### config.mk
export PLATFORM = sky130hd
export DESIGN_NAME = pipe_csa_acc
export DESIGN_NICKNAME = d
export VERILOG_FILES = /design/src/rtl/csa_pkg.sv /design/src/rtl/csa_dual_block.sv /design/src/rtl/pipe_csa_acc.sv
export SDC_FILE = /design/constraint.sdc
export NUM_CORES = 1
export LEC_CHECK = 0
export ABC_CLOCK_PERIOD_IN_PS = 5020
export CAP_MARGIN = 20
export CORE_UTILIZATION = 28
export CTS_CLUSTER_DIAMETER = 60
export DETAILED_ROUTE_END_ITERATION = 6
export GPL_ROUTABILITY_DRIVEN = 0
export SLEW_MARGIN = 5
export SYNTH_ARGS = -nofsm -noshare
export SYNTH_HDL_FRONTEND = slang
export SYNTH_SLANG_ARGS = --single-unit
export TNS_END_PERCENT = 5
### constraint.sdc
create_clock -name clk -period 5.02 [get_ports clk]
set_input_delay 1.004 -clock clk [delete_from_list [all_inputs] [get_ports clk]]
set_output_delay 1.004 -clock clk [all_outputs]
set_load 0.01 [all_outputs]
### src/rtl/csa_pkg.sv
// Shared op encoding and helpers for the pipelined carry-select accumulator.
package csa_pkg;

   typedef enum logic [1:0] {
      OP_ADD = 2'd0,
      OP_SUB = 2'd1,
      OP_ACC = 2'd2,
      OP_CLR = 2'd3
   } op_e;

   // Ops whose result writes the accumulator
   function automatic logic is_acc_op(op_e o);
      return (o == OP_ACC) || (o == OP_CLR);
   endfunction

endpackage

### src/rtl/csa_dual_block.sv
// BLOCK-bit adder slice producing sum/carry for both possible carry-in values.
module csa_dual_block #(
   parameter int BLOCK = 4
) (
   input  logic [BLOCK-1:0] x,
   input  logic [BLOCK-1:0] y,
   output logic [BLOCK-1:0] sum0,
   output logic [BLOCK-1:0] sum1,
   output logic             carry0,
   output logic             carry1
);

   assign {carry0, sum0} = {1'b0, x} + {1'b0, y};
   assign {carry1, sum1} = {1'b0, x} + {1'b0, y} + {{BLOCK{1'b0}}, 1'b1};

endmodule

### src/rtl/pipe_csa_acc.sv
// Two-stage carry-select adder/accumulator: stage 1 precomputes both block
// outcomes, stage 2 resolves the block carry chain and registers the result.
module pipe_csa_acc
   import csa_pkg::*;
#(
   parameter int WIDTH = 32,
   parameter int BLOCK = 4
) (
   input  logic             clk,
   input  logic             rst,
   input  logic             in_valid,
   output logic             in_ready,
   input  op_e              op,
   input  logic [WIDTH-1:0] a,
   input  logic [WIDTH-1:0] b,
   input  logic             c_in,
   output logic             out_valid,
   input  logic             out_ready,
   output logic [WIDTH-1:0] s,
   output logic             c_out,
   output logic             ovf,
   output logic [WIDTH-1:0] acc
);

   localparam int NB = WIDTH / BLOCK;

   logic [WIDTH-1:0] opx, opy;
   logic             op_cin;
   logic             s2_adv, s1_adv, acc_busy, accept;

   logic [NB-1:0][BLOCK-1:0] bsum0, bsum1;
   logic [NB-1:0]            bc0, bc1;

   logic                     s1_valid_reg;
   op_e                      s1_op_reg;
   logic                     s1_msb_xy_reg;
   logic [BLOCK-1:0]         s1_blk0_sum_reg;
   logic                     s1_blk0_c_reg;
   logic [NB-1:1][BLOCK-1:0] s1_sum0_reg, s1_sum1_reg;
   logic [NB-1:1]            s1_c0_reg, s1_c1_reg;

   logic [WIDTH-1:0] s_next;
   logic [NB-1:0]    carry;
   logic             ovf_next;

   logic             out_valid_reg, c_out_reg, ovf_reg, out_acc_reg;
   logic [WIDTH-1:0] s_reg, acc_reg;

   // Operand mapping: SUB is a + ~b + 1, ACC adds a onto the accumulator
   always_comb begin
      opx    = a;
      opy    = b;
      op_cin = c_in;
      case (op)
         OP_SUB: begin
            opy    = ~b;
            op_cin = 1'b1;
         end
         OP_ACC: begin
            opx    = acc_reg;
            opy    = a;
            op_cin = 1'b0;
         end
         OP_CLR: begin
            opx    = '0;
            opy    = '0;
            op_cin = 1'b0;
         end
         default: ;
      endcase
   end

   generate
      for (genvar gi = 0; gi < NB; gi++) begin : g_blk
         csa_dual_block #(.BLOCK(BLOCK)) u_blk (
            .x      (opx[gi*BLOCK +: BLOCK]),
            .y      (opy[gi*BLOCK +: BLOCK]),
            .sum0   (bsum0[gi]),
            .sum1   (bsum1[gi]),
            .carry0 (bc0[gi]),
            .carry1 (bc1[gi])
         );
      end
   endgenerate

   assign s2_adv   = !out_valid_reg || out_ready;
   assign s1_adv   = !s1_valid_reg || s2_adv;
   // acc is read at stage-1 capture, so hold off new requests until it settles
   assign acc_busy = (s1_valid_reg && is_acc_op(s1_op_reg)) || (out_valid_reg && out_acc_reg);
   assign in_ready = s1_adv && !acc_busy;
   assign accept   = in_valid && in_ready;

   always_ff @(posedge clk or posedge rst) begin
      if (rst) begin
         s1_valid_reg    <= 1'b0;
         s1_op_reg       <= OP_ADD;
         s1_msb_xy_reg   <= 1'b0;
         s1_blk0_sum_reg <= '0;
         s1_blk0_c_reg   <= 1'b0;
         s1_sum0_reg     <= '0;
         s1_sum1_reg     <= '0;
         s1_c0_reg       <= '0;
         s1_c1_reg       <= '0;
      end else if (s1_adv) begin
         s1_valid_reg <= accept;
         if (accept) begin
            s1_op_reg       <= op;
            s1_msb_xy_reg   <= opx[WIDTH-1] ^ opy[WIDTH-1];
            s1_blk0_sum_reg <= op_cin ? bsum1[0] : bsum0[0];
            s1_blk0_c_reg   <= op_cin ? bc1[0] : bc0[0];
            for (int i = 1; i < NB; i++) begin
               s1_sum0_reg[i] <= bsum0[i];
               s1_sum1_reg[i] <= bsum1[i];
               s1_c0_reg[i]   <= bc0[i];
               s1_c1_reg[i]   <= bc1[i];
            end
         end
      end
   end

   always_comb begin
      s_next            = '0;
      carry             = '0;
      s_next[BLOCK-1:0] = s1_blk0_sum_reg;
      carry[0]          = s1_blk0_c_reg;
      for (int i = 1; i < NB; i++) begin
         s_next[i*BLOCK +: BLOCK] = carry[i-1] ? s1_sum1_reg[i] : s1_sum0_reg[i];
         carry[i]                 = carry[i-1] ? s1_c1_reg[i] : s1_c0_reg[i];
      end
   end

   // Carry into the MSB recovered from the sum bit and the operand MSBs
   assign ovf_next = (s_next[WIDTH-1] ^ s1_msb_xy_reg) ^ carry[NB-1];

   always_ff @(posedge clk or posedge rst) begin
      if (rst) begin
         out_valid_reg <= 1'b0;
         s_reg         <= '0;
         c_out_reg     <= 1'b0;
         ovf_reg       <= 1'b0;
         out_acc_reg   <= 1'b0;
         acc_reg       <= '0;
      end else if (s2_adv) begin
         out_valid_reg <= s1_valid_reg;
         if (s1_valid_reg) begin
            s_reg       <= s_next;
            c_out_reg   <= carry[NB-1];
            ovf_reg     <= ovf_next;
            out_acc_reg <= is_acc_op(s1_op_reg);
            if (is_acc_op(s1_op_reg))
               acc_reg <= s_next;
         end
      end
   end

   assign out_valid = out_valid_reg;
   assign s         = s_reg;
   assign c_out     = c_out_reg;
   assign ovf       = ovf_reg;
   assign acc       = acc_reg;

endmodule

==> results of run 1 <==
==> where the power goes <==
part / internal (mW) / switching (mW) / leakage [nW]
clock network: 0.795 / 0.524 / 0.289
logic: 1.25 / 1.48 / 2.97
registers: 1.74 / 0.416 / 1.80
total: 3.79 / 2.42 / 5.06
==> cell type report <==
type                            instances  area (um2)
Timing Repair Buffer                  148        1510
Clock inverter                         12         159
Fill cell                            3056       18900
Multi-Input combinational cell        749        4530
Inverter                               36         140
Sequential cell                       146        3650
Tap cell                              390         488
Clock buffer                           19         443
==> placed cells by master (no fill, tap or decap), types with 3 or more instances in the layout <==
master           count
ha_1                40
dfrtp_1            146
fa_1                 8
o21ai_1            122
buf_12               3
a21oi_1             31
mux2i_4              3
nor2_1              67
nand3_1             27
bufinv_16            3
nor3_1               3
clkdlybuf4s50_1    136
mux2i_1             53
inv_1               34
o21a_1               7
clkbuf_16           17
o21ai_0             15
clkinv_4             4
a21o_1              16
a31oi_1             17
nand2_1            237
xnor2_1             28
nand3b_1            33
xor2_1              15
buf_4                7
==> stage by stage <==
stage	hold slack (ns)	setup slack, ns	util [%]	cell area (um2)	total power, mW
4_1_cts	0.477	1.51	36.5	10900	6.27
3_5_place_dp	0.462	1.28	34.5	10300	4.92
2_1_floorplan	0.441	0.0930	-	8530	3.82
6_report	0.474	1.54	36.6	10900	6.20
3_3_place_gp	0.458	1.33	34.5	10300	4.87
5_1_grt	0.495	1.43	36.6	10900	6.69
==> Yosys cell counts (all sizes together) <==
master,n
a211oi,1
inv,36
o21ai,137
a22oi,2
o21bai,1
a31oi,17
ha,40
xnor2,28
a211o,1
nor2,68
nand3,27
nor2b,2
and2,2
nand3b,33
xor2,15
buf,4
nand2b,1
and3,3
a21o,16
a22o,2
o21a,7
mux2i,56
mux2,1
o211a,2
nor3,4
o211ai,2
fa,8
nand2,239
or2,2
dfrtp,146
o22ai,1
a21oi,31
clkbuf,53
==> critical path, delay by kind of cell <==
kind	cells	cell delay, ns
AO/OA/AOI/OAI	2	0.39
buffers and inverters	2	1.08
==> cell families after synthesis <==
| group | count (synthesis) |
|---|---|
| xor gates and xnor gates | 43 |
| buffers and inverters | 93 |
| DFF | 146 |
| and+or+nand+nor | 381 |
| AOI/OAI and AO/OA | 220 |
| muxes | 57 |
| adders and majority gates | 48 |
==> worst paths after layout <==
path | start | end | cells after the start
max | out_ready | in_ready | 4
min in group asynchronous | rst | s[17] | 2
max reg2reg | s1_blk0_c_reg | s[17] | 5
max in group asynchronous | rst | out_acc_reg | 3
min reg2reg | s1_sum0_reg[7] | s1_sum0_reg[7] | 2
min | s1_sum0_reg[7] | s1_sum0_reg[7] | 2
==> metal layers <==
metal  track usage [%]  share of wire, %
met1              20.1                48
met2              24.6                46
met3              4.26               6.2
met4              2.62              0.54
met5                 0             0.053
==> out/qor.tcl, run 1 <==
set qor(cts.path.max_buffers) 2
set qor(grt_start_max_net_pins) 106
set qor(grt_pass1_vias) 7017
set qor(cts-hold-fix-buffers) 0
set qor(synth_top_cell_by_area) {dfrtp_1}
set qor(drv_cap) 0
set qor(cts_setup_buffers) 0
set qor(fmax_mhz) 287
set qor(yosys.area_share.simple_pct) 19.2
set qor(r2r_setup_slack_ns) 2.40
set qor(synthesis.nets) 1107
set qor(ys_ff_latch) 146
set qor(grt_overflow_total) 0
set qor(post_cts.resized_instances) 0
set qor(drt_first_iter_violations) 295
set qor(main_combinational_cell_family_by_area_after_synthesis) {simple AND/OR/NAND/NOR gates}
set qor(report.final.setup_viol) 0
set qor(worst_path_largest_cell_delay_ns) 0.61
set qor(timing_worst_setup_path_type) {in2out}
set qor(dpl.cell_count) 1468
set qor(worst_setup_hold_path_clk_slew_ns) 0.06
set qor(coreArea_um2) 29800
set qor(synth_adder_area_share_pct) 7.75
set qor(ys_warn_count) 0
set qor(number_of_top_level_pins) 139
set qor(setup.worst_path.end_class) {primary output}
set qor(synth.cell_area_um2) 8530
set qor(die_w_um) 176
set qor(power_leakage_nw) 5.06
set qor(drc_violations_left) 0
set qor(final_min_period_over_clock_period_pct) 69.4
set qor(final-instance-count-excl-fill) 1500
set qor(timing.final.hold_violations) 0
set qor(worstPathMaxFanout) 3
set qor(tot_gr_track_use_pct) 15.1
set qor(port_buffers) 138
set qor(die_height_um) 176
set qor(floorplan.initialDensity_pct) 28.6
set qor(synth_seq_area_share_pct) 42.9
set qor(multiplexer_share_of_the_synthesized_area_pct) 7.19
set qor(critPathArrivalTime_ns) 2.48
set qor(drtPass1Iterations) 5
set qor(antenna_violations_before_repair) 1
set qor(worst_path_max_delay_cell) {clkdlybuf4s50_1}
set qor(timing.clock.skew_ns) 0.0171
set qor(tightest_slew_ns) 0.963
set qor(route.vias.total) 7045
set qor(data_required_time_of_the_critical_path_ns) 4.02
set qor(hold_path.class) {reg2reg}
set qor(floorplan.die_area_um2) 31200
set qor(row_count) 63
set qor(postRouteWirelength_mm) 22.5
set qor(clock_network_latency_to_the_later_pin_of_the_worst_skew_pair_ns) 0.43
set qor(status) {finished, final reports clean}
set qor(area_delta_synth_final_pct) 28.0
set qor(yosysTopAreaCellShare_pct) 42.9
set qor(cp_common_cell) {clkdlybuf4s50_1}
set qor(wl_per_cell_um) 15.0
set qor(cts_htree_levels) 4
set qor(antennaDiodeCount) 0
set qor(power.ir.vdd_worst_v) 0.000233
set qor(startpoint_type_of_the_worst_setup_path) {input pin}
set qor(post-dp-hpwl_mm) 16.2
set qor(max_slew_margin_pct) 35.6
set qor(synth.distinct_cells) 39
set qor(min_cycle_time_layout_ns) 3.48
set qor(global_route_wire_length_before_repair_mm) 36.9
set qor(synth_xor_xnor_area_share_pct) 4.42
set qor(drive_gt1_share_pct) 5.05
set qor(fin_nets) 1217
set qor(grt_setup_unrepaired) {no}
set qor(worstPathCellList) {clkdlybuf4s50_1 > o21bai_1 > a22oi_1 > clkdlybuf4s50_1}
set qor(synth_area_in_compound_gates_pct) 14.4
set qor(cellPowerDensity_nw_per_um2) 568
set qor(setup_total_negative_slack_ns) 0
set qor(number_of_standard_cells_after_synthesis) 988
set qor(clockRootBuffer) {clkbuf_16}
set qor(top_area_cells_in_the_synthesized_netlist) {dfrtp_1 43%, nand2_1 11%, o21ai_1 7.2%, mux2i_1 6.2%, ha_1 5.9%}
set qor(cts_tree) {built}
set qor(cts_num_sinks) 146
set qor(timing.final.max_slew_violations) 0
set qor(synth.avg_cell_area_um2) 8.63
set qor(total_clock_buffers_created_by_cts) 17
set qor(antenna_left) 0
set qor(avgViaCountPerCell) 4.70
No activity file was read; power rests on OpenSTA's default activity.
==> run 2, diff against run 1 <==
- ABC_CLOCK_PERIOD_IN_PS: 5020 -> 2800
- clock period: 5.02 -> 2.8 ns (I/O delays scaled with it)
==> out/qor.tcl, run 2 (synthesis results as in run 1) <==
set qor(cts_htree_levels) 4 ;# unchanged
set qor(post_cts.resized_instances) 0 ;# unchanged
set qor(startpoint_type_of_the_worst_setup_path) {input pin}
set qor(tightest_slew_ns) 0.633 ;# -0.331 ns
set qor(die_w_um) 176 ;# unchanged
set qor(wl_per_cell_um) 14.9 ;# -0.84%
set qor(min_cycle_time_layout_ns) 2.64
set qor(timing.final.hold_violations) 0 ;# unchanged
set qor(floorplan.initialDensity_pct) 28.6 ;# unchanged
set qor(grt_pass1_vias) 6987 ;# -0.43%
set qor(post-dp-hpwl_mm) 17.3 ;# +7.2%
set qor(grt_start_max_net_pins) 106 ;# unchanged
set qor(post-route-util_pct) 38.2 ;# +1.6 points
set qor(die_height_um) 176 ;# unchanged
set qor(antenna_violations_before_repair) 0 ;# -1
set qor(worstPathCellList) {clkdlybuf4s50_1 > o21bai_1 > a22oi_1 > buf_4 > clkdlybuf4s50_1}
set qor(timing.final.max_slew_violations) 0 ;# unchanged
set qor(cellPowerDensity_nw_per_um2) 1020 ;# +79%
set qor(critPathArrivalTime_ns) 2.08 ;# -0.40 ns
set qor(status) {finished, final reports clean}
set qor(worst_setup_hold_path_clk_slew_ns) 0.06 ;# about the same
set qor(finalInstanceArea_um2) 11400 ;# +4.2%
set qor(floorplan.die_area_um2) 31200 ;# unchanged
set qor(worst_path_max_delay_cell) {clkdlybuf4s50_1}
set qor(drv_cap) 0 ;# unchanged
set qor(multiInputGateArea_um2) 4530 ;# unchanged
set qor(tot_gr_track_use_pct) 15.3 ;# +0.21 points
set qor(cts_setup_buffers) 0 ;# unchanged
set qor(total_clock_buffers_created_by_cts) 17 ;# unchanged
set qor(mostFrequentLayoutCells) {237 x nand2_1, 146 x dfrtp_1, 136 x clkdlybuf4s50_1}
set qor(power.ir.vdd_worst_v) 0.000421 ;# +81%
set qor(timing_worst_setup_path_type) {in2out}
set qor(final-instance-count-excl-fill) 1545 ;# +3.0%
set qor(layout_commonest_cell) {nand2_1}
set qor(postRouteWirelength_mm) 23.0 ;# +2.1%
set qor(avgViaCountPerCell) 4.64 ;# -1.2%
set qor(final.fill_count) 2996 ;# -2.0%
set qor(grt_overflow_total) 0 ;# unchanged
set qor(dpl.cell_count) 1514 ;# +3.1%
set qor(cts.path.max_buffers) 2 ;# unchanged
set qor(placed_area_um2) 10700 ;# +4.3%
set qor(area_delta_synth_final_pct) 33.5
set qor(drtPass1Iterations) 4 ;# -1
set qor(fin_nets) 1262 ;# +3.7%
set qor(max_slew_margin_pct) 57.8 ;# +22 points
set qor(global_route_wire_length_before_repair_mm) 37.3 ;# +1.0%
set qor(cts_tree) {built}
set qor(cp_common_cell) {clkdlybuf4s50_1}
set qor(coreArea_um2) 29800 ;# unchanged
set qor(hold_path.class) {reg2reg}
set qor(worst_hold_slack_ns) 0.473 ;# -0.000676 ns
set qor(port_buffers) 138 ;# unchanged
set qor(worstPathMaxFanout) 3 ;# unchanged
set qor(antennaDiodeCount) 0 ;# unchanged
set qor(cts-hold-fix-buffers) 0 ;# unchanged
set qor(clock_network_latency_to_the_later_pin_of_the_worst_skew_pair_ns) 0.42 ;# about the same
set qor(drt_first_iter_violations) 308 ;# +4.4%
set qor(worst_path_largest_cell_delay_ns) 0.54 ;# -0.07 ns
set qor(clockRootBuffer) {clkbuf_16}
set qor(row_count) 63 ;# unchanged
set qor(number_of_top_level_pins) 139 ;# unchanged
set qor(antenna_left) 0 ;# unchanged
set qor(drive_gt1_share_pct) 8.74 ;# +3.7 points
set qor(report.final.setup_viol) 0 ;# unchanged
set qor(layout.area.seq_um2) 3650 ;# unchanged
set qor(data_required_time_of_the_critical_path_ns) 2.24 ;# -1.78 ns
set qor(cts_num_sinks) 146 ;# unchanged
set qor(timing.clock.skew_ns) 0.0111 ;# -0.00606 ns
set qor(final_min_period_over_clock_period_pct) 94.3
set qor(drc_violations_left) 0 ;# unchanged
set qor(route.vias.total) 7170 ;# +1.8%
set qor(grt_setup_unrepaired) {no}
set qor(setup.worst_path.end_class) {primary output}
set qor(fmax_mhz) 379
set qor(power_leakage_nw) 5.32 ;# +5.2%
run 2: critical path, delay by kind of cell:
kind | cells | cell delay (ns)
compound gates | 2 | 0.26
buf+inv | 3 | 1.25
run 2: final timing paths:
check                                from              to  slack, ns  cells past startpoint
setup / recovery                out_ready        in_ready       0.16                      5
hold / removal             s1_sum0_reg[8]  s1_sum0_reg[8]       0.47                      2
setup reg to reg            s1_blk0_c_reg           s[28]       0.47                      7
min in group asynchronous             rst         acc[21]       0.57                      2
max in group asynchronous             rst         acc[28]       1.55                      3
hold reg to reg            s1_sum0_reg[8]  s1_sum0_reg[8]       0.47                      2
run 2: power by group:
part | total (mW) | switching (mW) | internal, mW
registers | 3.85 | 0.732 | 3.12
clock network | 2.54 | 0.927 | 1.61
logic | 5.17 | 2.72 | 2.45
run 2: layout make-up:
type | count | area share, %
inverter | 36 | 1.22
multi-input combinational | 749 | 39.8
sequential | 146 | 32.1
clock inverter | 12 | 1.80
clock buffer | 19 | 3.89
timing repair buffer | 193 | 16.9
tap | 390 | 4.29
run 2: metrics by stage:
| stage | power, mW | setup WS (ns) | TNS, ns |
|---|---|---|---|
| floorplan | 6.85 | -0.261 | -3.02 |
| global placement | 9.03 | -0.0542 | -0.0629 |
| detailed placement | 9.14 | -0.0895 | -0.128 |
| CTS | 11.7 | 0.174 | 0 |
| global route | 12.5 | 0.120 | 0 |
| finish | 11.6 | 0.161 | 0 |
run 2: metal layers:
layer	up-vias	GRT usage (%)	routed length (um)
met5	-	0	0
met4	0	3.81	242
met3	15	3.21	1280
met2	157	24.7	10500
met1	3353	20.8	11000
li1	3645	-	-
==> run 3, diff against run 2 <==
- ABC_CLOCK_PERIOD_IN_PS: 2800 -> 3300
- RECOVER_POWER: default -> 25
- clock period: 2.8 -> 3.3 ns (I/O delays scaled with it)
==> out/qor.tcl, run 3 (synthesis results as in run 1) <==
set qor(setup.worst_path.end_class) {primary output}
set qor(report.final.setup_viol) 0 ;# unchanged
set qor(post_cts.resized_instances) 0 ;# unchanged
set qor(layout.area.seq_um2) 3650 ;# unchanged
set qor(total_clock_buffers_created_by_cts) 17 ;# unchanged
set qor(worst_r2r_path_depth) 5 ;# -2
set qor(grt_pass1_vias) 7087 ;# +1.4%
set qor(port_buffers) 138 ;# unchanged
set qor(drc_violations_left) 0 ;# unchanged
set qor(mostFrequentLayoutCells) {237 x nand2_1, 146 x dfrtp_1, 134 x clkdlybuf4s50_1}
set qor(timing.final.max_slew_violations) 145 ;# +145
set qor(row_count) 63 ;# unchanged
set qor(r2r_setup_slack_ns) 0.97 ;# +0.50 ns
set qor(timing.clock.skew_ns) 0.00807 ;# -0.00299 ns
set qor(data_required_time_of_the_critical_path_ns) 2.64 ;# +0.40 ns
set qor(area_delta_synth_final_pct) 29.5
set qor(final_worst_setup_slack_ns) 0.385 ;# +0.224 ns
set qor(clockRootBuffer) {clkbuf_16}
set qor(timing.final.hold_violations) 0 ;# unchanged
set qor(number_of_top_level_pins) 139 ;# unchanged
set qor(drt_first_iter_violations) 328 ;# +6.5%
set qor(grt_start_max_net_pins) 75 ;# -29%
set qor(coreArea_um2) 29800 ;# unchanged
set qor(endpoint_of_the_worst_hold_timing_path) {s1_sum0_reg[20]}
set qor(worstSetupStartpoint) {out_ready}
set qor(critPathBufInv) 2 ;# -1
set qor(worst_r2r_endpoint) {s[19]}
set qor(global_route_wire_length_before_repair_mm) 37.7 ;# +0.96%
set qor(status) {finished, violations left}
set qor(final.fill_count) 3027 ;# +1.0%
set qor(drv_cap) 2 ;# +2
set qor(floorplan.initialDensity_pct) 28.6 ;# unchanged
set qor(tot_gr_track_use_pct) 15.5 ;# +0.21 points
set qor(avgViaCountPerCell) 4.64 ;# about the same
set qor(floorplan.die_area_um2) 31200 ;# unchanged
set qor(power_leakage_nw) 5.12 ;# -3.8%
set qor(clock_network_latency_to_the_later_pin_of_the_worst_skew_pair_ns) 0.42 ;# about the same
set qor(postRouteWirelength_mm) 22.9 ;# -0.23%
set qor(cellPowerDensity_nw_per_um2) 863 ;# -15%
set qor(setup_total_negative_slack_ns) 0 ;# unchanged
set qor(timing_worst_setup_path_type) {in2out}
set qor(hold_path_stages) 2 ;# unchanged
set qor(tightest_slew_ns) 1.83 ;# +1.19 ns
set qor(worstPathMaxFanout) 3 ;# unchanged
set qor(hold_path.class) {reg2reg}
set qor(cts-hold-fix-buffers) 0 ;# unchanged
set qor(wl_per_cell_um) 15.1 ;# +1.6%
set qor(fmax_mhz) 343
set qor(startpoint_type_of_the_worst_setup_path) {input pin}
set qor(route.vias.total) 7044 ;# -1.8%
set qor(drtPass1Iterations) 4 ;# unchanged
set qor(layout_commonest_cell) {nand2_1}
set qor(grt_setup_unrepaired) {no}
set qor(r2r-start) {s1_blk0_c_reg}
set qor(timing.hold.worst.start) {s1_sum0_reg[20]}
set qor(cts_setup_buffers) 0 ;# unchanged
set qor(min_cycle_time_layout_ns) 2.92
set qor(antenna_left) 0 ;# unchanged
set qor(cts_tree) {built}
set qor(antenna_violations_before_repair) 5 ;# +5
set qor(critPathArrivalTime_ns) 2.26 ;# +0.18 ns
set qor(worst_path_largest_cell_delay_ns) 0.62 ;# +0.08 ns
set qor(post-dp-hpwl_mm) 16.8 ;# -3.0%
set qor(power.ir.vdd_worst_v) 0.000286 ;# -32%
set qor(final_min_period_over_clock_period_pct) 88.3
set qor(die_height_um) 176 ;# unchanged
set qor(worstPathCellList) {dlygate4sd3_1 > o21bai_1 > a22oi_1 > clkdlybuf4s50_1}
set qor(grt_overflow_total) 0 ;# unchanged
set qor(worst_setup_hold_path_clk_slew_ns) 0.06 ;# about the same
set qor(fin_nets) 1229 ;# -2.6%
set qor(drive_gt1_share_pct) 6.06 ;# -2.7 points
set qor(worst_path_max_delay_cell) {clkdlybuf4s50_1}
set qor(die_w_um) 176 ;# unchanged
set qor(cts_num_sinks) 146 ;# unchanged
set qor(multiInputGateArea_um2) 4530 ;# unchanged
set qor(crit_family) {buffers and inverters}
set qor(cts.path.max_buffers) 2 ;# unchanged
set qor(violated_checks) {max-capacitance violations, max-slew violations}
set qor(cts_htree_levels) 4 ;# unchanged
set qor(max_slew_margin_pct) -21.7 ;# -80 points
set qor(post-place-ws_ns) 0.289 ;# +0.379 ns
-- run 3: cell types whose count changed in the layout (fill, tap and decap cells not counted), sizes merged, moves of 2 or more --
cell | previous run | this run
dlygate4sd3 | 0 | 2
clkdlybuf4s50 | 136 | 134
bufinv | 5 | 3
clkbuf | 19 | 22
diode | 0 | 5
buf | 57 | 22
clkinv | 3 | 5
-- run 3: worst max path at each step --
stage | cells past startpoint | end | slack [ns]
5_1_grt | 3 | acc[29] | 0.27
3_5_place_dp | 10 | s1_c1_reg[7] | 0.29
4_1_cts | 4 | in_ready | 0.45
6_report | 4 | in_ready | 0.38
3_3_place_gp | 10 | s1_c1_reg[1] | 0.32
2_1_floorplan | 13 | s1_blk0_c_reg | 0.14
-- run 3: metrics by stage --
stage               power [mW]  util (%)  hold slack (ns)  cells  area, um2
finish                    9.53      37.0            0.473   1517      11000
global route              10.3      37.0            0.500   1512      11000
CTS                       9.67      37.1            0.478   1512      11100
detailed placement        7.60      35.1            0.461   1481      10400
global placement          7.52      35.1            0.457   1481      10400
floorplan                 5.81         -            0.441    988       8530
-- run 3: cell type report --
cell class / instances / share of cell area, %
clock inverters: 11 / 1.39
clock buffers: 20 / 4.14
inverters: 36 / 1.24
well taps: 390 / 4.42
diodes: 5 / 0.113
multi-input cells: 749 / 41.0
flip-flops and latches: 146 / 33.1
repair buffers: 160 / 14.6
-- run 3: report_power, final --
group	internal [mW]	switching (mW)	total (mW)
registers	2.65	0.625	3.27
clock network	1.23	0.806	2.04
logic	1.94	2.28	4.22
-- run 3: metal layers --
| metal | vias to the layer above | part of all wire (%) | GRT usage [%] |
|---|---|---|---|
| met5 | - | 0.057 | 0 |
| met4 | 2 | 1.5 | 4.31 |
| met3 | 25 | 5.4 | 4.26 |
| met2 | 155 | 45 | 25.0 |
| met1 | 3277 | 48 | 20.3 |
| li1 | 3585 | - | - |
-- run 3: worst min-delay path, cell delays in order, from the launching register on --
cell and delay, ns:
dfrtp_1 0.34, nand2_1 0.05, nand2_1 0.05
